==> config.mk <==
export PLATFORM = sky130hd
export DESIGN_NAME = alu_mul_sequencer
export DESIGN_NICKNAME = d
export VERILOG_FILES = /design/src/rtl/alu_mul_sequencer_pkg.sv /design/src/rtl/alu_mul_sequencer.sv
export SDC_FILE = /design/constraint.sdc
export NUM_CORES = 1
export LEC_CHECK = 0
export BUFFER_PORTS_ARGS = -buffer_cell sky130_fd_sc_hd__buf_2
export CAP_MARGIN = 10
export CORE_ASPECT_RATIO = 1.4
export CORE_MARGIN = 4
export CORE_UTILIZATION = 48
export CTS_BUF_LIST = sky130_fd_sc_hd__clkbuf_4 sky130_fd_sc_hd__clkbuf_8
export CTS_CLUSTER_SIZE = 8
export DETAILED_ROUTE_END_ITERATION = 16
export HOLD_SLACK_MARGIN = 0.05
export PLACE_DENSITY = 0.85
export REMOVE_ABC_BUFFERS = 1
export SYNTH_ARGS = -nofsm -noshare
export SYNTH_HDL_FRONTEND = slang
export SYNTH_SLANG_ARGS = --single-unit
==> constraint.sdc <==
create_clock -name clk -period 1.95 [get_ports clk]
set_clock_uncertainty 0.05 [all_clocks]
set_input_delay 0.0975 -clock clk [delete_from_list [all_inputs] [get_ports clk]]
set_output_delay 0.0975 -clock clk [all_outputs]
set_load 0.01 [all_outputs]
==> src/rtl/alu_mul_sequencer_pkg.sv <==
// alu_mul_sequencer_pkg: ALU width, opcode set and sequencer states
package alu_mul_sequencer_pkg;
  localparam int WIDTH = 16;
  localparam logic [2:0] OPC_ADD = 3'b000;
  localparam logic [2:0] OPC_SUB = 3'b001;
  localparam logic [2:0] OPC_AND = 3'b010;
  localparam logic [2:0] OPC_OR  = 3'b011;
  localparam logic [2:0] OPC_XOR = 3'b100;
  localparam logic [2:0] OPC_SHL = 3'b101;
  localparam logic [2:0] OPC_SHR = 3'b110;
  localparam logic [2:0] OPC_NOP = 3'b111;
  typedef enum logic [1:0] {IDLE, ADD, DBL, DONE} state_t;
endpackage

==> src/rtl/alu_mul_sequencer.sv <==
// alu_mul_sequencer: shift-add multiplier that drives an external 16-bit ALU one op per cycle
module alu_mul_sequencer
  import alu_mul_sequencer_pkg::*;
(
  input  logic             clk,
  input  logic             rst,
  input  logic             req_valid,
  output logic             req_ready,
  input  logic [WIDTH-1:0] req_a,
  input  logic [WIDTH-1:0] req_b,
  output logic             rsp_valid,
  input  logic             rsp_ready,
  output logic [WIDTH-1:0] rsp_prod,
  output logic             rsp_zer,
  output logic             rsp_neg,
  output logic [WIDTH-1:0] alu_inA,
  output logic [WIDTH-1:0] alu_inB,
  output logic [2:0]       alu_opc,
  output logic             alu_inC,
  input  logic [WIDTH-1:0] alu_outW
);
  state_t state;
  logic [WIDTH-1:0] acc, mcand, mreg;
  logic [3:0] cnt;
  logic busy;
  assign busy    = (state == ADD) || (state == DBL);
  assign alu_opc = busy ? OPC_ADD : OPC_NOP;
  assign alu_inA = (state == ADD) ? acc : (state == DBL) ? mcand : '0;
  assign alu_inB = busy ? mcand : '0;
  assign alu_inC = 1'b0;
  always_ff @(posedge clk or posedge rst)
    if (rst) begin
      state     <= IDLE;
      acc       <= '0;
      mcand     <= '0;
      mreg      <= '0;
      cnt       <= '0;
      req_ready <= 1'b1;
      rsp_valid <= 1'b0;
      rsp_prod  <= '0;
      rsp_zer   <= 1'b1;
      rsp_neg   <= 1'b0;
    end else
      case (state)
        IDLE:
          if (req_valid) begin
            acc       <= '0;
            mcand     <= req_a;
            mreg      <= req_b;
            cnt       <= '0;
            req_ready <= 1'b0;
            if (req_b == '0) begin
              state     <= DONE;
              rsp_valid <= 1'b1;
              rsp_prod  <= '0;
              rsp_zer   <= 1'b1;
              rsp_neg   <= 1'b0;
            end else
              state <= req_b[0] ? ADD : DBL;
          end
        ADD: begin
          acc   <= alu_outW;
          state <= DBL;
        end
        DBL: begin
          mcand <= alu_outW;
          mreg  <= mreg >> 1;
          cnt   <= cnt + 4'd1;
          // acc is final here: DBL never touches it, so the response latches it directly
          if (mreg[WIDTH-1:1] == '0 || cnt == 4'd15) begin
            state     <= DONE;
            rsp_valid <= 1'b1;
            rsp_prod  <= acc;
            rsp_zer   <= acc == '0;
            rsp_neg   <= acc[WIDTH-1];
          end else
            state <= mreg[1] ? ADD : DBL;
        end
        DONE:
          if (rsp_ready) begin
            state     <= IDLE;
            rsp_valid <= 1'b0;
            req_ready <= 1'b1;
          end
      endcase
endmodule

==> key figures, run 1 <==
Outcome
  • Status: completed

Setup path
  • Slowest CP cell: dlygate4sd3_1
  • Buf/Inv on CP: 4
  • CP most frequent cell: buf_4
  • Endpoint class of the critical path: flip-flop
  • Reg2reg setup slack: 80 ps
  • FF-to-FF End: rsp_prod[11]$_DFFE_PP0P_
  • Crit path cell chain: dlygate4sd3_1 > buf_2 > nor4_2 > nand4_1 > a21oi_2 > buf_4 > nand2_1 > buf_4 > a22o_1
  • Critical path's top delay family: buffers and inverters
  • CP Data Arrival Time: between 2000 and 2500 ps
  • Worst r2r path cells: 9
  • Max stage delay on crit path: about 530 ps
  • Kind of critical path: in2reg
  • WP data required: ~2100 ps
  • Worst Path Max Fanout: 15
  • Startpoint types: input port
  • Worst r2r src: state[0]$_DFFE_PP0P_

STA
  • Max-slew violations: 0
  • F_max: between 500 and 600 MHz
  • Final-report hold violation count: 0
  • Final worst slack: approximately 60 ps
  • Sum Neg Setup Slack: 0 ps
  • Final Critical Period: around 1900 ps
  • RSZ-0062 raised after global routing: true
  • Hold Slack: approximately 65 ps
  • Tcrit/Tclk final: 0.969
  • Setup violators final: 0

Drt
  • Iter 0 DRT Violations: around 290
  • DRC: 0
  • Final wirelength: around 10000 um
  • Drt pass-1 iters: 5
  • Via count: roughly 3300
  • Post-route ant nets: 0
  • DR vias/cell: ~5.6
  • WL/cell: roughly 18 um

Placement
  • Pre-CTS WS: -33.1 ps
  • RePlAce Congestion: approximately 0.85
  • Count of input and output buffers: 106
  • Dpl cell area: between 0.004 and 0.005 sq mm
  • DP HPWL: 6870 um

Pwr
  • Sw Share: 0.424
  • Leak Pwr: approximately 0.0025 uW
  • Clock power frac: 0.148
  • Part of the power in registers: 0.336
  • Int Pwr: between 4000 and 5000 uW
  • Comb pwr share: 0.516
  • PD cells: approximately 1500 mW/mm^2
  • NetSw: ~3200 uW
  • Worst vdd ir: 1050 uV

Min path
  • Hold Crit Endpoint: mreg[3]$_DFFE_PP0P_
  • Hold path startpoint: req_b[3]
  • HP Class: in2reg
  • Worst hold path depth: 3

Global routing
  • Global Route met1 Usage: 0.294
  • Met2 usage: 0.415
  • Vias in the first global route: ~3200
  • Grt met3 use: 0.0566
  • Most Crowded Layer GR: met2
  • Antenna violations before repair: 0
  • First-pass GRT wire length: between 15000 and 20000 um
  • Pin count of the biggest net entering global routing: 66
  • GR Overflow Total: 0
  • Overall routing resource usage: 0.241

Clock network
  • Clock Pin Slew Worst Setup and Hold Paths: 70 ps
  • CTS Buf Count: 9
  • Clk Latency, worst-skew pair: approximately 340 ps
  • Longest Clk Path Bufs: 2
  • CTS H-Tree Depth: 3
  • Root Buffer: clkbuf_8
  • CTS sink cnt: a little over 70
  • CTS tree: yes

Synthesis
  • Number of synthesized flops with an enable pin: 0
  • Syn Area/Cell: ~11 sq um
  • Yosys reg bits: between 70 and 80
  • Fraction of registers with async set or reset after synthesis: 1.00
  • Top FF cell, synth: dfrtp_1
  • Syn Inst Count: between 300 and 400
  • Mapped cell area: 0.00355 sq mm
  • Synth unique cells: 38
  • Sequential area share after synthesis: 0.508
  • Ys Warns: 0

Floorplanning
  • Initial Util: 0.502
  • Core Area: a little over 0.007 sq mm
  • # IOs: between 100 and 150
  • FP Rows: 36
  • DIE HEIGHT: roughly 110 um
  • Die area: 0.00886 sq mm
  • DIE WIDTH: around 80 um

Final layout
  • Design area: just under 0.005 sq mm
  • Fillers: ~520
  • Sequential cell area: ~0.0018 sq mm
  • Commonest non-fill, non-tap cell in the layout: buf_2
  • Most frequent cells in the layout: buf_2 (106), dfrtp_1 (70), a22o_1 (49)
  • Post-Route Utilization: 0.696
  • Area of the multi-input gates: 0.00162 sq mm
  • Nets@finish: about 550
  • N_diodes: 0
  • Fraction of layout instances using a drive strength above 1: 0.326
  • Synthesis-to-layout area growth: 38.6%

Flow run
  • Max capacitance violation total: 0
==> what timing repair did <==
action | CTS | global route
endpoints found under the setup margin | 34 | 49
hold buffers | 45 | 0
pin swaps | 0 | 2
hold endpoints to repair | 60 | 0
gates resized for setup | 6 | 8
gates cloned | 0 | 1
setup buffers | 0 | 1
==> synth_stat cells, drive strengths merged, types with 3 or more instances <==
cell type / n / share of area
dfrtp: 70 / 0.49
nand2: 44 / 0.046
o21ai: 37 / 0.053
nand3: 3 / 0.0042
and2: 17 / 0.030
nor4: 11 / 0.026
inv: 7 / 0.0074
ha: 6 / 0.021
buf: 12 / 0.025
a22o: 49 / 0.12
mux2i: 31 / 0.087
nor2: 3 / 0.0032
and3: 3 / 0.0053
clkbuf: 15 / 0.016
nand4: 4 / 0.0070
==> worst max-delay path by stage <==
stage / cells after the start / end / slack [ps] / from
after floorplan: 6 / rsp_prod[0]$_DFFE_PP0P_ / -1840 / state[0]$_DFFE_PP0P_
after global placement: 8 / rsp_valid$_DFFE_PP0P_ / 30 / state[0]$_DFFE_PP0P_
after detailed placement: 7 / rsp_prod[14]$_DFFE_PP0P_ / -30 / state[0]$_DFFE_PP0P_
after CTS: 6 / alu_inA[1] / 10 / state[0]$_DFFE_PP0P_
after global routing: 9 / rsp_prod[11]$_DFFE_PP0P_ / -30 / state[0]$_DFFE_PP0P_
final: 9 / rsp_prod[11]$_DFFE_PP0P_ / 60 / req_b[11]
==> through the flow <==
stage	power, uW	std cells
finish	7480	589
global route	7980	589
CTS	7350	587
detailed placement	6110	526
global placement	5960	526
floorplan	4690	305
==> sequential cells by signal, summed over array words and instances, names as in the netlist <==
signal / cells
rsp_valid: 1
cnt: 4
mreg: 15
mcand: 16
acc: 16
rsp_prod: 16
rsp_zer: 1
state: 2
req_ready: 1
==> tightest hold or removal path: stages <==
cell	delay, ps
buf_2	110
mux2i_1	100
o21ai_0	90
==> layer usage <==
| layer | wire, um | part of all wire | up-vias |
|---|---|---|---|
| met1 | 4090 | 0.39 | 1597 |
| met2 | 5320 | 0.51 | 151 |
| met4 | 232 | 0.022 | 0 |
| met5 | 0 | 0 | - |
| li1 | - | - | 1520 |
| met3 | 749 | 0.072 | 25 |
==> layout make-up <==
| class | count | area share |
|---|---|---|
| Clock inverter | 3 | 0.00305 |
| Timing Repair Buffer | 173 | 0.238 |
| Clock buffer | 13 | 0.0351 |
| Tap cell | 95 | 0.0241 |
| Sequential cell | 72 | 0.366 |
| Inverter | 7 | 0.00534 |
| Multi-Input combinational cell | 226 | 0.329 |
==> kinds of logic after synthesis <==
| family | share of synthesized area |
|---|---|
| buffers and inverters | 0.0486 |
| multiplexers | 0.0905 |
| AND/OR/NAND/NOR | 0.136 |
| adder cells (fa/ha/maj) | 0.0211 |
| flip-flops | 0.508 |
| other | 0.00106 |
| AO/OA/AOI/OAI | 0.195 |
==> power groups by stage <==
stage,clock network (uW),logic (uW),registers (uW)
finish,1110,3860,2510
global route,1200,4190,2590
CTS,1130,3720,2500
detailed placement,0,3590,2520
global placement,0,3470,2490
floorplan,0,2270,2410
No activity file was read; power rests on OpenSTA's default activity.
==> run 2, diff against run 1 <==
--- a/config.mk
+++ b/config.mk
@@ -7,7 +7,7 @@
 export LEC_CHECK = 0
 export BUFFER_PORTS_ARGS = -buffer_cell sky130_fd_sc_hd__buf_2
 export CAP_MARGIN = 10
-export CORE_ASPECT_RATIO = 1.4
+export CORE_ASPECT_RATIO = 1.25
 export CORE_MARGIN = 4
 export CORE_UTILIZATION = 48
 export CTS_BUF_LIST = sky130_fd_sc_hd__clkbuf_4 sky130_fd_sc_hd__clkbuf_8
@@ -15,7 +15,6 @@
 export DETAILED_ROUTE_END_ITERATION = 16
 export HOLD_SLACK_MARGIN = 0.05
 export PLACE_DENSITY = 0.85
-export REMOVE_ABC_BUFFERS = 1
 export SYNTH_ARGS = -nofsm -noshare
 export SYNTH_HDL_FRONTEND = slang
 export SYNTH_SLANG_ARGS = --single-unit
==> run 2 against run 1 <==
  * The flow now finishes with violations (setup timing)
  * Combinational power up 8.3%
  * Final cell count up 0.34%
  * Clock power up 9.9%
  * Routed wire length up 7.4%
  * Flip-flop and latch count unchanged
  * Via count up 2.9%
  * Critical endpoint is now alu_inA[4]
  * Worst setup slack worse by 61 ps
==> key figures, run 2 (synthesized netlist as in run 1, its figures left out) <==
Drt
  • Final wirelength: 11200 um (+7.4%)
  • Iter 0 DRT Violations: 261 (-9.1%)
  • Via count: 3387 (+2.9%)
  • DR vias/cell: 5.73 (+2.5%)
  • DRC: 0 (unchanged)
  • WL/cell: 18.9 um (+7.0%)
  • Post-route ant nets: 0 (unchanged)
  • Drt pass-1 iters: 4 (-1)

Outcome
  • Failing checks: setup timing
  • Status: complete, but fails checks

Pwr
  • Leak Pwr: 0.00250 uW (+1.8%)
  • Worst vdd ir: 1020 uV (-2.7%)
  • Total design power: 7930 uW (+6.1%)
  • PD cells: 1560 mW/mm^2 (+2.9%)

Final layout
  • Most frequent cells in the layout: buf_2 (106), dfrtp_1 (70), a22o_1 (49), dlygate4sd3_1 (49), nand2_1 (44)
  • Fraction of layout instances using a drive strength above 1: 0.329 (+0.00343)
  • Nets@finish: 554 (+1.3%)
  • Post-Route Utilization: 0.720 (+0.0231)
  • Top flop regs: acc: 16 flops, mcand: 16 flops, rsp_prod: 16 flops
  • N_diodes: 0 (unchanged)
  • Synthesis-to-layout area growth: 43.0%
  • Final instance count without filler cells: 591 (+0.34%)
  • Commonest non-fill, non-tap cell in the layout: buf_2

Global routing
  • Antenna violations before repair: 0 (unchanged)
  • Pin count of the biggest net entering global routing: 66 (unchanged)
  • Vias in the first global route: 3640 (+12%)
  • GR Overflow Total: 0 (unchanged)
  • Overall routing resource usage: 0.254 (+0.0125)
  • First-pass GRT wire length: 17800 um (+10%)

Clock network
  • Clock Pin Slew Worst Setup and Hold Paths: 80 ps (about the same)
  • CTS sink cnt: 72 (unchanged)
  • CTS Buf Count: 9 (unchanged)
  • Longest Clk Path Bufs: 2 (unchanged)
  • Clk Latency, worst-skew pair: 360 ps (+20 ps)
  • CTS H-Tree Depth: 3 (unchanged)
  • Root Buffer: clkbuf_8
  • CTS tree: yes

Min path
  • HP Class: in2reg
  • Worst hold path depth: 3 (unchanged)

Setup path
  • Endpoint class of the critical path: primary output
  • Max stage delay on crit path: 450 ps (-80 ps)
  • Critical path's top delay family: flip-flops
  • Slowest CP cell: dfrtp_1
  • Buf/Inv on CP: 3 (-1)
  • Worst r2r path cells: 7 (-2)
  • Crit path cell chain: inv_2 > ha_4 > nor2b_4 > buf_6 > a22o_1 > buf_2
  • Kind of critical path: reg2out
  • WP data required: 1800 ps (-330 ps)
  • Reg2reg setup slack: 30 ps (-50 ps)
  • CP Data Arrival Time: 1800 ps (-270 ps)
  • Crit path depth: 6 (-3)
  • Startpoint types: flip-flop
  • Worst Path Max Fanout: 8 (-7)

Floorplanning
  • FP Rows: 34 (-5.6%)
  • Die area: 0.00885 sq mm (-0.12%)
  • DIE WIDTH: 85.0 um (+5.3%)
  • DIE HEIGHT: 104 um (-5.1%)
  • # IOs: 108 (unchanged)
  • Initial Util: 0.503 (+0.000712)
  • Core Area: 0.00706 sq mm (-0.14%)

STA
  • Max-slew violations: 0 (unchanged)
  • Final worst slack: -0.189 ps (-60.5 ps)
  • F_max: 513 MHz (-3.1%)
  • Setup violators final: 1 (+1)
  • Tcrit/Tclk final: 1.00 (+0.0310)
  • Final-report hold violation count: 0 (unchanged)
  • Worst Max-Slew Pin Slew: between 600 and 700 ps
  • Hold Slack: 115 ps (+49.8 ps)
  • Slew headroom: 0.588
  • RSZ-0062 raised after global routing: true
  • Final Critical Period: 1950 ps (+60.5 ps)

Flow run
  • Max capacitance violation total: 0 (unchanged)

Placement
  • DP HPWL: 6870 um (about the same)
  • Count of input and output buffers: 106 (unchanged)
  • Placed insts: 518 (-1.5%)
  • RePlAce Congestion: 0.834 (-1.8%)

Synthesis
  • Synthesized Nets: 390
[run 2: timing repair]
action	4_1_cts	5_1_grt
endpoints found under the hold margin	72	0
hold buffers	49	0
setup endpoints to repair	43	71
cloned	2	0
pin swaps	0	3
buffers inserted	5	2
gates resized for setup	12	13
[run 2: area by class of cell]
type                            instances  area (sq um)
Fill cell                             471          1980
Clock inverter                          7          80.1
Multi-Input combinational cell        226          1650
Tap cell                               90           113
Sequential cell                        72          1800
Clock buffer                            9           124
Timing Repair Buffer                  180          1280
Inverter                                7          30.0
[run 2: path summary, 6_finish.rpt]
path,start,endpoint
worst max-delay path,state[1]$_DFFE_PP0P_,alu_inA[4]
min in group asynchronous,rst,acc[9]$_DFFE_PP0P_
max in group asynchronous,rst,req_ready$_DFFE_PP1P_
worst max register to register,state[1]$_DFFE_PP0P_,rsp_valid$_DFFE_PP0P_
worst min register to register,rsp_prod[9]$_DFFE_PP0P_,rsp_prod[9]$_DFFE_PP0P_
worst min-delay path,req_b[14],mreg[14]$_DFFE_PP0P_
[run 2: metal layers]
layer,up-vias,share of wire,GRT usage
met1,1626,0.36,0.279
met2,178,0.53,0.449
li1,1542,-,-
met4,0,0.043,0.156
met5,-,0,0
met3,41,0.077,0.0372
[run 2: power by group]
part           internal, uW  switching (uW)  total, uW  leakage, uW
sequential             2050             487       2530     0.000928
clock                   606             611       1220     0.000102
combinational          1880            2300       4180      0.00147
[run 2: through the flow]
| step | TNS (ps) | setup slack (ps) | cell area (sq um) |
|---|---|---|---|
| 5_1_grt | -88.1 | -55.5 | 5080 |
| 4_1_cts | 0 | 11.8 | 5020 |
| 6_report | -0.189 | -0.189 | 5080 |
| 2_1_floorplan | 0 | 6.09 | 3560 |
| 3_5_place_dp | -821 | -70.5 | 4220 |
| 3_3_place_gp | 0 | 86.1 | 4220 |
[run 2: worst register-to-register path: stages (launching register included)]
cell and delay [ps]:
dfrtp_1 450, buf_4 150, ha_1 170, inv_1 80, o21ai_0 360, a211oi_1 90
nand2_1 120, mux2_2 340
